`src/rtl/addr_map_rule_pkg.sv`:
```
// Shared address-map rule type used by interconnect decoders.
package addr_map_rule_pkg;

    // One address window; end_addr is exclusive.
    typedef struct packed {
        logic [31:0] idx;
        logic [31:0] start_addr;
        logic [31:0] end_addr;
    } addr_map_rule_t;

endpackage

```
`src/rtl/cei_mochila_pkg.sv`:
```
// Common types, widths and defaults for the cei_mochila OBI demultiplexer.
package cei_mochila_pkg;

    import addr_map_rule_pkg::*;

    localparam int unsigned ADDR_W = 32;
    localparam int unsigned DATA_W = 32;
    localparam int unsigned BE_W   = 4;
    localparam int unsigned OUT_W  = 8;
    // Wide enough for NSLAVE up to 16 plus the error target.
    localparam int unsigned TGT_W  = 5;

    typedef logic [TGT_W-1:0] tgt_t;

    localparam logic [DATA_W-1:0] ERR_RDATA_DEFAULT = 32'hBADA_CCE5;

    // Default memory map; first entry lands on index 3.
    localparam addr_map_rule_t [3:0] XBAR_ADDR_RULES = '{
        '{idx: 32'd3, start_addr: 32'hF000_0000, end_addr: 32'hF020_0000},
        '{idx: 32'd2, start_addr: 32'h0000_0100, end_addr: 32'h0001_0000},
        '{idx: 32'd1, start_addr: 32'h1000_0000, end_addr: 32'h1001_0000},
        '{idx: 32'd0, start_addr: 32'h0000_0000, end_addr: 32'h0000_0100}
    };

    // Unmapped accesses are routed to the internal target just past the last slave.
    function automatic tgt_t err_tgt(input int unsigned nslave);
        return tgt_t'(nslave);
    endfunction

    // Counter must hold the values 0..max_out inclusive.
    function automatic int unsigned cnt_width(input int unsigned max_out);
        return $clog2(max_out + 1);
    endfunction

endpackage

```
`src/rtl/cei_mochila_obi_demux_if.sv`:
```
// OBI master-side port plus broadcast slave-side bus of the demultiplexer.
interface cei_mochila_obi_demux_if
    import cei_mochila_pkg::*;
#(
    parameter int unsigned NSLAVE = 4
);

    logic                           req_i;
    logic [ADDR_W-1:0]              addr_i;
    logic                           we_i;
    logic [BE_W-1:0]                be_i;
    logic [DATA_W-1:0]              wdata_i;
    logic                           gnt_o;
    logic                           rvalid_o;
    logic [DATA_W-1:0]              rdata_o;
    logic                           err_o;
    logic [NSLAVE-1:0]              slv_req_o;
    logic [ADDR_W-1:0]              slv_addr_o;
    logic                           slv_we_o;
    logic [BE_W-1:0]                slv_be_o;
    logic [DATA_W-1:0]              slv_wdata_o;
    logic [NSLAVE-1:0]              slv_gnt_i;
    logic [NSLAVE-1:0]              slv_rvalid_i;
    logic [NSLAVE-1:0][DATA_W-1:0]  slv_rdata_i;
    logic [OUT_W-1:0]               outstanding_o;
    logic                           proto_err_o;

    // View taken by the demultiplexer itself.
    modport slave (
        input  req_i, addr_i, we_i, be_i, wdata_i,
        output gnt_o, rvalid_o, rdata_o, err_o,
        output slv_req_o, slv_addr_o, slv_we_o, slv_be_o, slv_wdata_o,
        input  slv_gnt_i, slv_rvalid_i, slv_rdata_i,
        output outstanding_o, proto_err_o
    );

    // View taken by the environment (master and slaves).
    modport master (
        output req_i, addr_i, we_i, be_i, wdata_i,
        input  gnt_o, rvalid_o, rdata_o, err_o,
        input  slv_req_o, slv_addr_o, slv_we_o, slv_be_o, slv_wdata_o,
        output slv_gnt_i, slv_rvalid_i, slv_rdata_i,
        input  outstanding_o, proto_err_o
    );

endinterface

```
`src/rtl/cei_mochila_addr_decode.sv`:
```
// Combinational address decoder: lowest matching valid rule wins.
module cei_mochila_addr_decode
    import cei_mochila_pkg::*;
    import addr_map_rule_pkg::*;
#(
    parameter int unsigned                     NRULES     = 4,
    parameter int unsigned                     NSLAVE     = 4,
    parameter addr_map_rule_t [NRULES-1:0]     ADDR_RULES = XBAR_ADDR_RULES
) (
    input  logic [ADDR_W-1:0] addr_i,
    output tgt_t              tgt_c
);

    // Walk from the highest rule down so the lowest index overrides; bad idx is skipped.
    always_comb begin
        tgt_c = err_tgt(NSLAVE);
        for (int i = int'(NRULES) - 1; i >= 0; i--) begin
            if ((addr_i >= ADDR_RULES[i].start_addr) &&
                (addr_i <  ADDR_RULES[i].end_addr)   &&
                (ADDR_RULES[i].idx < 32'(NSLAVE))) begin
                tgt_c = tgt_t'(ADDR_RULES[i].idx);
            end
        end
    end

endmodule

```
`src/rtl/cei_mochila_obi_demux.sv`:
```
// OBI 1-to-N demultiplexer with in-order outstanding tracking and an error responder.
module cei_mochila_obi_demux
    import cei_mochila_pkg::*;
    import addr_map_rule_pkg::*;
#(
    parameter int unsigned                 NSLAVE          = 4,
    parameter int unsigned                 NRULES          = 4,
    parameter addr_map_rule_t [NRULES-1:0] ADDR_RULES      = XBAR_ADDR_RULES,
    parameter int unsigned                 MAX_OUTSTANDING = 4,
    parameter logic [DATA_W-1:0]           ERR_RDATA       = ERR_RDATA_DEFAULT
) (
    input  logic                     clk_i,
    input  logic                     rst_i,
    cei_mochila_obi_demux_if.slave   bus
);

    localparam int unsigned      CNT_W   = cnt_width(MAX_OUTSTANDING);
    localparam tgt_t             ERR_TGT = err_tgt(NSLAVE);
    localparam logic [CNT_W-1:0] CNT_MAX = CNT_W'(MAX_OUTSTANDING);

    logic [CNT_W-1:0]   cnt;
    tgt_t               last_tgt;
    logic               err_pend;
    logic               proto_err;

    tgt_t               tgt_c;
    logic               stall_c;
    logic               gnt_c;
    logic               accept_c;
    logic               rsp_c;
    logic               sel_rvalid_c;
    logic [DATA_W-1:0]  sel_rdata_c;
    logic               spurious_c;
    logic [NSLAVE-1:0]  slv_req_c;
    logic [DATA_W-1:0]  rdata_c;
    logic               err_c;

    cei_mochila_addr_decode #(
        .NRULES     (NRULES),
        .NSLAVE     (NSLAVE),
        .ADDR_RULES (ADDR_RULES)
    ) u_decode (
        .addr_i (bus.addr_i),
        .tgt_c  (tgt_c)
    );

    // Pick the response channel of the slave that owns the outstanding transactions.
    always_comb begin
        sel_rvalid_c = 1'b0;
        sel_rdata_c  = '0;
        for (int unsigned k = 0; k < NSLAVE; k++) begin
            if (last_tgt == tgt_t'(k)) begin
                sel_rvalid_c = bus.slv_rvalid_i[k];
                sel_rdata_c  = bus.slv_rdata_i[k];
            end
        end
    end

    // Any slave response with nothing outstanding for that slave is a protocol error.
    always_comb begin
        spurious_c = 1'b0;
        for (int unsigned j = 0; j < NSLAVE; j++) begin
            if (bus.slv_rvalid_i[j] && ((cnt == '0) || (last_tgt != tgt_t'(j)))) begin
                spurious_c = 1'b1;
            end
        end
    end

    // Response for the oldest outstanding transaction; the error responder answers a cycle after accept.
    always_comb begin
        rsp_c   = 1'b0;
        rdata_c = '0;
        err_c   = 1'b0;
        if (cnt != '0) begin
            if (last_tgt == ERR_TGT) begin
                rsp_c   = err_pend;
                err_c   = err_pend;
                rdata_c = err_pend ? ERR_RDATA : '0;
            end else begin
                rsp_c   = sel_rvalid_c;
                rdata_c = sel_rdata_c;
            end
        end
    end

    // Hold off a full counter (unless a response frees a slot now) or a switch of target with traffic in flight.
    always_comb begin
        stall_c = bus.req_i &&
                  (((cnt == CNT_MAX) && !rsp_c) ||
                   ((cnt != '0) && (tgt_c != last_tgt)));
    end

    // Route the request and return the grant with zero latency.
    always_comb begin
        gnt_c     = 1'b0;
        slv_req_c = '0;
        if (!rst_i && !stall_c) begin
            if (tgt_c == ERR_TGT) begin
                gnt_c = bus.req_i;
            end else begin
                for (int unsigned k = 0; k < NSLAVE; k++) begin
                    if (tgt_c == tgt_t'(k)) begin
                        slv_req_c[k] = bus.req_i;
                        gnt_c        = bus.slv_gnt_i[k];
                    end
                end
            end
        end
        accept_c = bus.req_i && gnt_c;
    end

    // Outstanding counter, owner tracking, error responder and sticky protocol flag.
    always_ff @(posedge clk_i or posedge rst_i) begin
        if (rst_i) begin
            cnt       <= '0;
            last_tgt  <= '0;
            err_pend  <= 1'b0;
            proto_err <= 1'b0;
        end else begin
            if (accept_c) begin
                last_tgt <= tgt_c;
            end
            err_pend <= accept_c && (tgt_c == ERR_TGT);
            case ({accept_c, rsp_c})
                2'b10:   cnt <= cnt + CNT_W'(1);
                2'b01:   cnt <= cnt - CNT_W'(1);
                default: cnt <= cnt;
            endcase
            if (spurious_c) begin
                proto_err <= 1'b1;
            end
        end
    end

    assign bus.gnt_o         = gnt_c;
    assign bus.rvalid_o      = rsp_c;
    assign bus.rdata_o       = rdata_c;
    assign bus.err_o         = err_c;
    assign bus.slv_req_o     = slv_req_c;
    assign bus.slv_addr_o    = bus.addr_i;
    assign bus.slv_we_o      = bus.we_i;
    assign bus.slv_be_o      = bus.be_i;
    assign bus.slv_wdata_o   = bus.wdata_i;
    assign bus.outstanding_o = OUT_W'(cnt);
    assign bus.proto_err_o   = proto_err;

endmodule

```
`src/flat_wrapper.sv`:
```
// flat-port wrapper written by rule: the top's interface ports become plain ports
module cei_mochila_obi_demux_flat import cei_mochila_pkg::*; import addr_map_rule_pkg::*;
#(
    parameter int unsigned                 NSLAVE          = 4,
    parameter int unsigned                 NRULES          = 4,
    parameter addr_map_rule_t [NRULES-1:0] ADDR_RULES      = XBAR_ADDR_RULES,
    parameter int unsigned                 MAX_OUTSTANDING = 4,
    parameter logic [DATA_W-1:0]           ERR_RDATA       = ERR_RDATA_DEFAULT
)
  (clk_i, rst_i, bus_req_i, bus_addr_i, bus_we_i, bus_be_i, bus_wdata_i, bus_gnt_o, bus_rvalid_o, bus_rdata_o, bus_err_o, bus_slv_req_o, bus_slv_addr_o, bus_slv_we_o, bus_slv_be_o, bus_slv_wdata_o, bus_slv_gnt_i, bus_slv_rvalid_i, bus_slv_rdata_i, bus_outstanding_o, bus_proto_err_o);
  cei_mochila_obi_demux_if #(.NSLAVE(NSLAVE)) bus_i ();
  input  logic clk_i;
  input  logic rst_i;
  input wire logic [$bits(bus_i.req_i)-1:0] bus_req_i;
  input wire logic [$bits(bus_i.addr_i)-1:0] bus_addr_i;
  input wire logic [$bits(bus_i.we_i)-1:0] bus_we_i;
  input wire logic [$bits(bus_i.be_i)-1:0] bus_be_i;
  input wire logic [$bits(bus_i.wdata_i)-1:0] bus_wdata_i;
  output wire logic [$bits(bus_i.gnt_o)-1:0] bus_gnt_o;
  output wire logic [$bits(bus_i.rvalid_o)-1:0] bus_rvalid_o;
  output wire logic [$bits(bus_i.rdata_o)-1:0] bus_rdata_o;
  output wire logic [$bits(bus_i.err_o)-1:0] bus_err_o;
  output wire logic [$bits(bus_i.slv_req_o)-1:0] bus_slv_req_o;
  output wire logic [$bits(bus_i.slv_addr_o)-1:0] bus_slv_addr_o;
  output wire logic [$bits(bus_i.slv_we_o)-1:0] bus_slv_we_o;
  output wire logic [$bits(bus_i.slv_be_o)-1:0] bus_slv_be_o;
  output wire logic [$bits(bus_i.slv_wdata_o)-1:0] bus_slv_wdata_o;
  input wire logic [$bits(bus_i.slv_gnt_i)-1:0] bus_slv_gnt_i;
  input wire logic [$bits(bus_i.slv_rvalid_i)-1:0] bus_slv_rvalid_i;
  input wire logic [$bits(bus_i.slv_rdata_i)-1:0] bus_slv_rdata_i;
  output wire logic [$bits(bus_i.outstanding_o)-1:0] bus_outstanding_o;
  output wire logic [$bits(bus_i.proto_err_o)-1:0] bus_proto_err_o;
  assign bus_i.req_i = bus_req_i;
  assign bus_i.addr_i = bus_addr_i;
  assign bus_i.we_i = bus_we_i;
  assign bus_i.be_i = bus_be_i;
  assign bus_i.wdata_i = bus_wdata_i;
  assign bus_gnt_o = bus_i.gnt_o;
  assign bus_rvalid_o = bus_i.rvalid_o;
  assign bus_rdata_o = bus_i.rdata_o;
  assign bus_err_o = bus_i.err_o;
  assign bus_slv_req_o = bus_i.slv_req_o;
  assign bus_slv_addr_o = bus_i.slv_addr_o;
  assign bus_slv_we_o = bus_i.slv_we_o;
  assign bus_slv_be_o = bus_i.slv_be_o;
  assign bus_slv_wdata_o = bus_i.slv_wdata_o;
  assign bus_i.slv_gnt_i = bus_slv_gnt_i;
  assign bus_i.slv_rvalid_i = bus_slv_rvalid_i;
  assign bus_i.slv_rdata_i = bus_slv_rdata_i;
  assign bus_outstanding_o = bus_i.outstanding_o;
  assign bus_proto_err_o = bus_i.proto_err_o;
  cei_mochila_obi_demux #(.NSLAVE(NSLAVE), .NRULES(NRULES), .ADDR_RULES(ADDR_RULES), .MAX_OUTSTANDING(MAX_OUTSTANDING), .ERR_RDATA(ERR_RDATA)) u_core (.clk_i(clk_i), .rst_i(rst_i), .bus(bus_i));
endmodule
```
`config.mk`:
```
export PLATFORM = sky130hd
export DESIGN_NAME = cei_mochila_obi_demux_flat
export DESIGN_NICKNAME = d
export VERILOG_FILES = /design/src/rtl/addr_map_rule_pkg.sv /design/src/rtl/cei_mochila_pkg.sv /design/src/rtl/cei_mochila_obi_demux_if.sv /design/src/rtl/cei_mochila_addr_decode.sv /design/src/rtl/cei_mochila_obi_demux.sv /design/src/flat_wrapper.sv
export SDC_FILE = /design/constraint.sdc
export NUM_CORES = 1
export LEC_CHECK = 0
export BUFFER_PORTS_ARGS = -buffer_cell sky130_fd_sc_hd__buf_2
export CAP_MARGIN = 15
export CORE_AREA = 2 2 128 130
export CTS_CLUSTER_DIAMETER = 30
export CTS_CLUSTER_SIZE = 14
export DETAILED_ROUTE_END_ITERATION = 10
export DIE_AREA = 0 0 130 132
export PLACE_DENSITY = 0.53
export SYNTH_ARGS = -nofsm -noshare
export SYNTH_HDL_FRONTEND = slang
export SYNTH_SLANG_ARGS = --single-unit
```
`constraint.sdc`:
```
create_clock -name clk_i -period 9.2 [get_ports clk_i]
set_input_delay 0.46 -clock clk_i [delete_from_list [all_inputs] [get_ports clk_i]]
set_output_delay 0.46 -clock clk_i [all_outputs]
set_load 0.02 [all_outputs]
```
==> flow_summary.yaml <==
route:
  route.detailed.drc: 0
  first_pass_iters: 4
  drt-vias-per-instance: 4.283
  avgRoutedWirePerCell_um: 14.65
  routed_wl_mm: 9.831
  initialDrtViolationCount: 90
  num_vias: 2874
  ant_nets: 0
logic_synthesis:
  ys_types: 49
  syn_area_per_cell_um2: 8.033
  ys_warn_count: 0
  synth_compound_area_frac: 0.2107
  synth_xor_xnor_area_share: 0.01048
  synth_fa_ha_area_frac: 0.01298
  synthMuxAreaShare: 0.2356
  synth_edf_count: 0
  synth-seq-area-share: 0.07988
  syn_inst: 312
  ys.flop_type: "dfrtp_1"
  yosys.area.top_type: "buf_4"
  yosys.area_share.simple: 0.1802
  synth_top_family_by_area: "buffers and inverters"
  synth_top_area_share: 0.2217
  syn_area_mm2: 0.002506
  synth.ff_latch_count: 8
  async_reset_ff_frac: 1.000
  yosys-top-cells-area: "buf_4, mux4_2, a211oi_1"
grt:
  antenna_found_initial: 0
  grt_pass1_wl_mm: 14.35
  grt_overflow_total: 0
  grt_pass1_vias: 2820
  grt_usage: 0.1054
  grt_max_degree: 57
cells_and_area:
  final_nets: 666
  mostFrequentLayoutCells: "buf_2, a211oi_1, a21oi_1"
  antennaDiodeCount: 0
  drive_gt1_frac: 0.5846
  final_common_cell: "buf_2"
  fill_cells: 1787
  area_delta_synth_final_pct: 35.60
  fin_cells: 671
floorplan:
  ios: 325
  die_h_um: 132
  rows: 46
  core_mm2: 0.01571
  dieArea_mm2: 0.01716
  initial_utilization: 0.1595
  die_x_um: 130
cts:
  clk_pin_slew_ns: 0.04
  cts_made_buffers: 3
  clock-root-buffer: "clkbuf_16"
  cts_setup_buffers: 0
  htreeDepth: 1
  cts_resized: 0
  cts_tree: "done"
  cts_buffer_depth: 2
  clock_sinks: 8
  clock_latency_ns: 0.23
  holdBufCountCts: 0
timing:
  tns_ns: 0
  drv_slew: 0
  relSlewSlack: 0.3925
  fin_skew_ns: 0.001704
  max_slew.worst_pin.slew_ns: 0.9113
  hold_violations: 0
  setup_viol: 0
  grt_setup_unrepaired: "false"
  fmax_ghz: 0.2431
  finalCritPeriodShare: 0.4471
  fin_crit_ns: 4.113
power:
  p_sw_uw: 582.6
  p_clk_frac: 0.073
  swShare: 0.5700
  combPwrFrac: 0.828
  p_total_uw: 1022
  ir_drop_uv: 110.3
  p_per_area_mw_per_mm2: 300.8
  seqPwrFrac: 0.099
  p_leak_uw: 0.001609
  p_int_uw: 439.5
placed_design:
  portBuffers: 229
  hpwl_mm: 8.199
  post-place-cells: 667
  gp_congestion: 0.8205
critical_path:
  rr_endpoint: "u_core.cnt[2]$_DFFE_PP0P_"
  required_ns: 9.35
  r2r_cells: 12
  cp_max_fo: 40
  crit_type: "reg -> reg"
  crit_path_start_kind: "flop"
  worst_setup_path_end_kind: "flop"
  r2r_setup_slack_ns: 5.09
  r2r-start: "u_core.last_tgt[1]$_DFFE_PP0P_"
  cp.arrival_ns: 4.27
flow_run:
  drv_cap: 0
min_path:
  hold_path.class: "in -> async"
run_status:
  outcome: "finished, final reports clean"
==> flip-flops by register name (all words and copies together), names as in the netlist <==
register                cells
u_core.last_tgt             3
u_core.bus.proto_err_o      1
u_core.cnt                  3
u_core.err_pend             1
==> kinds of logic after synthesis <==
family                   Yosys count
buffers and inverters            105
AND/OR/NAND/NOR                   81
other                              1
XOR/XNOR                           3
adder cells (fa/ha/maj)            2
AO/OA/AOI/OAI                     77
flip-flops                         8
multiplexers                      35
==> worst max-delay path: stages (launching register included) <==
cell and delay [ns]:
dfrtp_2 0.72, or3b_2 0.82, o21ai_2 0.73, o211ai_1 0.22
and4bb_4 0.27, a21o_1 0.19, nand2_1 0.08, ha_1 0.17
inv_1 0.06, fa_1 0.37, xor2_1 0.15, nor2_1 0.10
xor2_1 0.15
==> power groups by stage <==
stage	clock network [uW]	registers [uW]	logic, uW
after floorplan	0	69.8	655
after global placement	0	101	854
after detailed placement	0	103	856
after CTS	76.7	102	857
after global routing	79.4	107	916
final	74.6	102	846
==> cell type report <==
cell class                 instances  area (um2)  share of cell area
inverter                           9       33.78            0.009941
sequential                         8       202.7             0.05965
tap                              216       270.3             0.07953
multi-input combinational        203        1652              0.4860
timing repair buffer             231        1161              0.3417
clock buffer                       4       78.83             0.02320
==> routing by layer <==
layer / global-route usage / vias to the layer above / wire, um
met1: 0.1107 / 1326 / 3795
met2: 0.2062 / 162 / 5114
met5: 0 / - / 0
li1: - / 1366 / -
met3: 0.02192 / 20 / 752
met4: 0.02987 / 0 / 168
==> synth_stat cells (all sizes together), types with 4 or more instances <==
master,instances
or4,4
inv,9
and2,14
buf,78
o211ai,4
clkbuf,18
nand2,22
o21ai,5
dfrtp,8
nor3,5
nor2,10
a21oi,24
mux2i,14
nor4,6
a211oi,30
mux4,19
==> stage by stage <==
| stage | cell area, um2 | hold slack, ns | utilization | worst slack, ns |
|---|---|---|---|---|
| finish | 3398 | 0.2094 | 0.2163 | 5.087 |
| global route | 3398 | 0.2339 | 0.2163 | 4.906 |
| floorplan | 2521 | 0.2839 | - | 5.946 |
| CTS | 3398 | 0.2200 | 0.2163 | 5.096 |
| global placement | 3319 | 0.4521 | 0.2113 | 5.151 |
| detailed placement | 3319 | 0.4657 | 0.2113 | 5.102 |
==> how the worst max path moves through the flow <==
| stage | endpoint | cells past startpoint | startpoint | slack [ns] |
|---|---|---|---|---|
| 2_1_floorplan | u_core.cnt[2]$_DFFE_PP0P_ | 13 | bus_addr_i[23] | 5.95 |
| 3_3_place_gp | u_core.cnt[2]$_DFFE_PP0P_ | 12 | u_core.last_tgt[1]$_DFFE_PP0P_ | 5.15 |
| 3_5_place_dp | u_core.cnt[2]$_DFFE_PP0P_ | 12 | u_core.last_tgt[1]$_DFFE_PP0P_ | 5.10 |
| 4_1_cts | u_core.cnt[2]$_DFFE_PP0P_ | 12 | u_core.last_tgt[1]$_DFFE_PP0P_ | 5.10 |
| 5_1_grt | u_core.cnt[2]$_DFFE_PP0P_ | 12 | u_core.last_tgt[1]$_DFFE_PP0P_ | 4.91 |
| 6_report | u_core.cnt[2]$_DFFE_PP0P_ | 12 | u_core.last_tgt[1]$_DFFE_PP0P_ | 5.09 |
No activity file was read; power rests on OpenSTA's default activity.
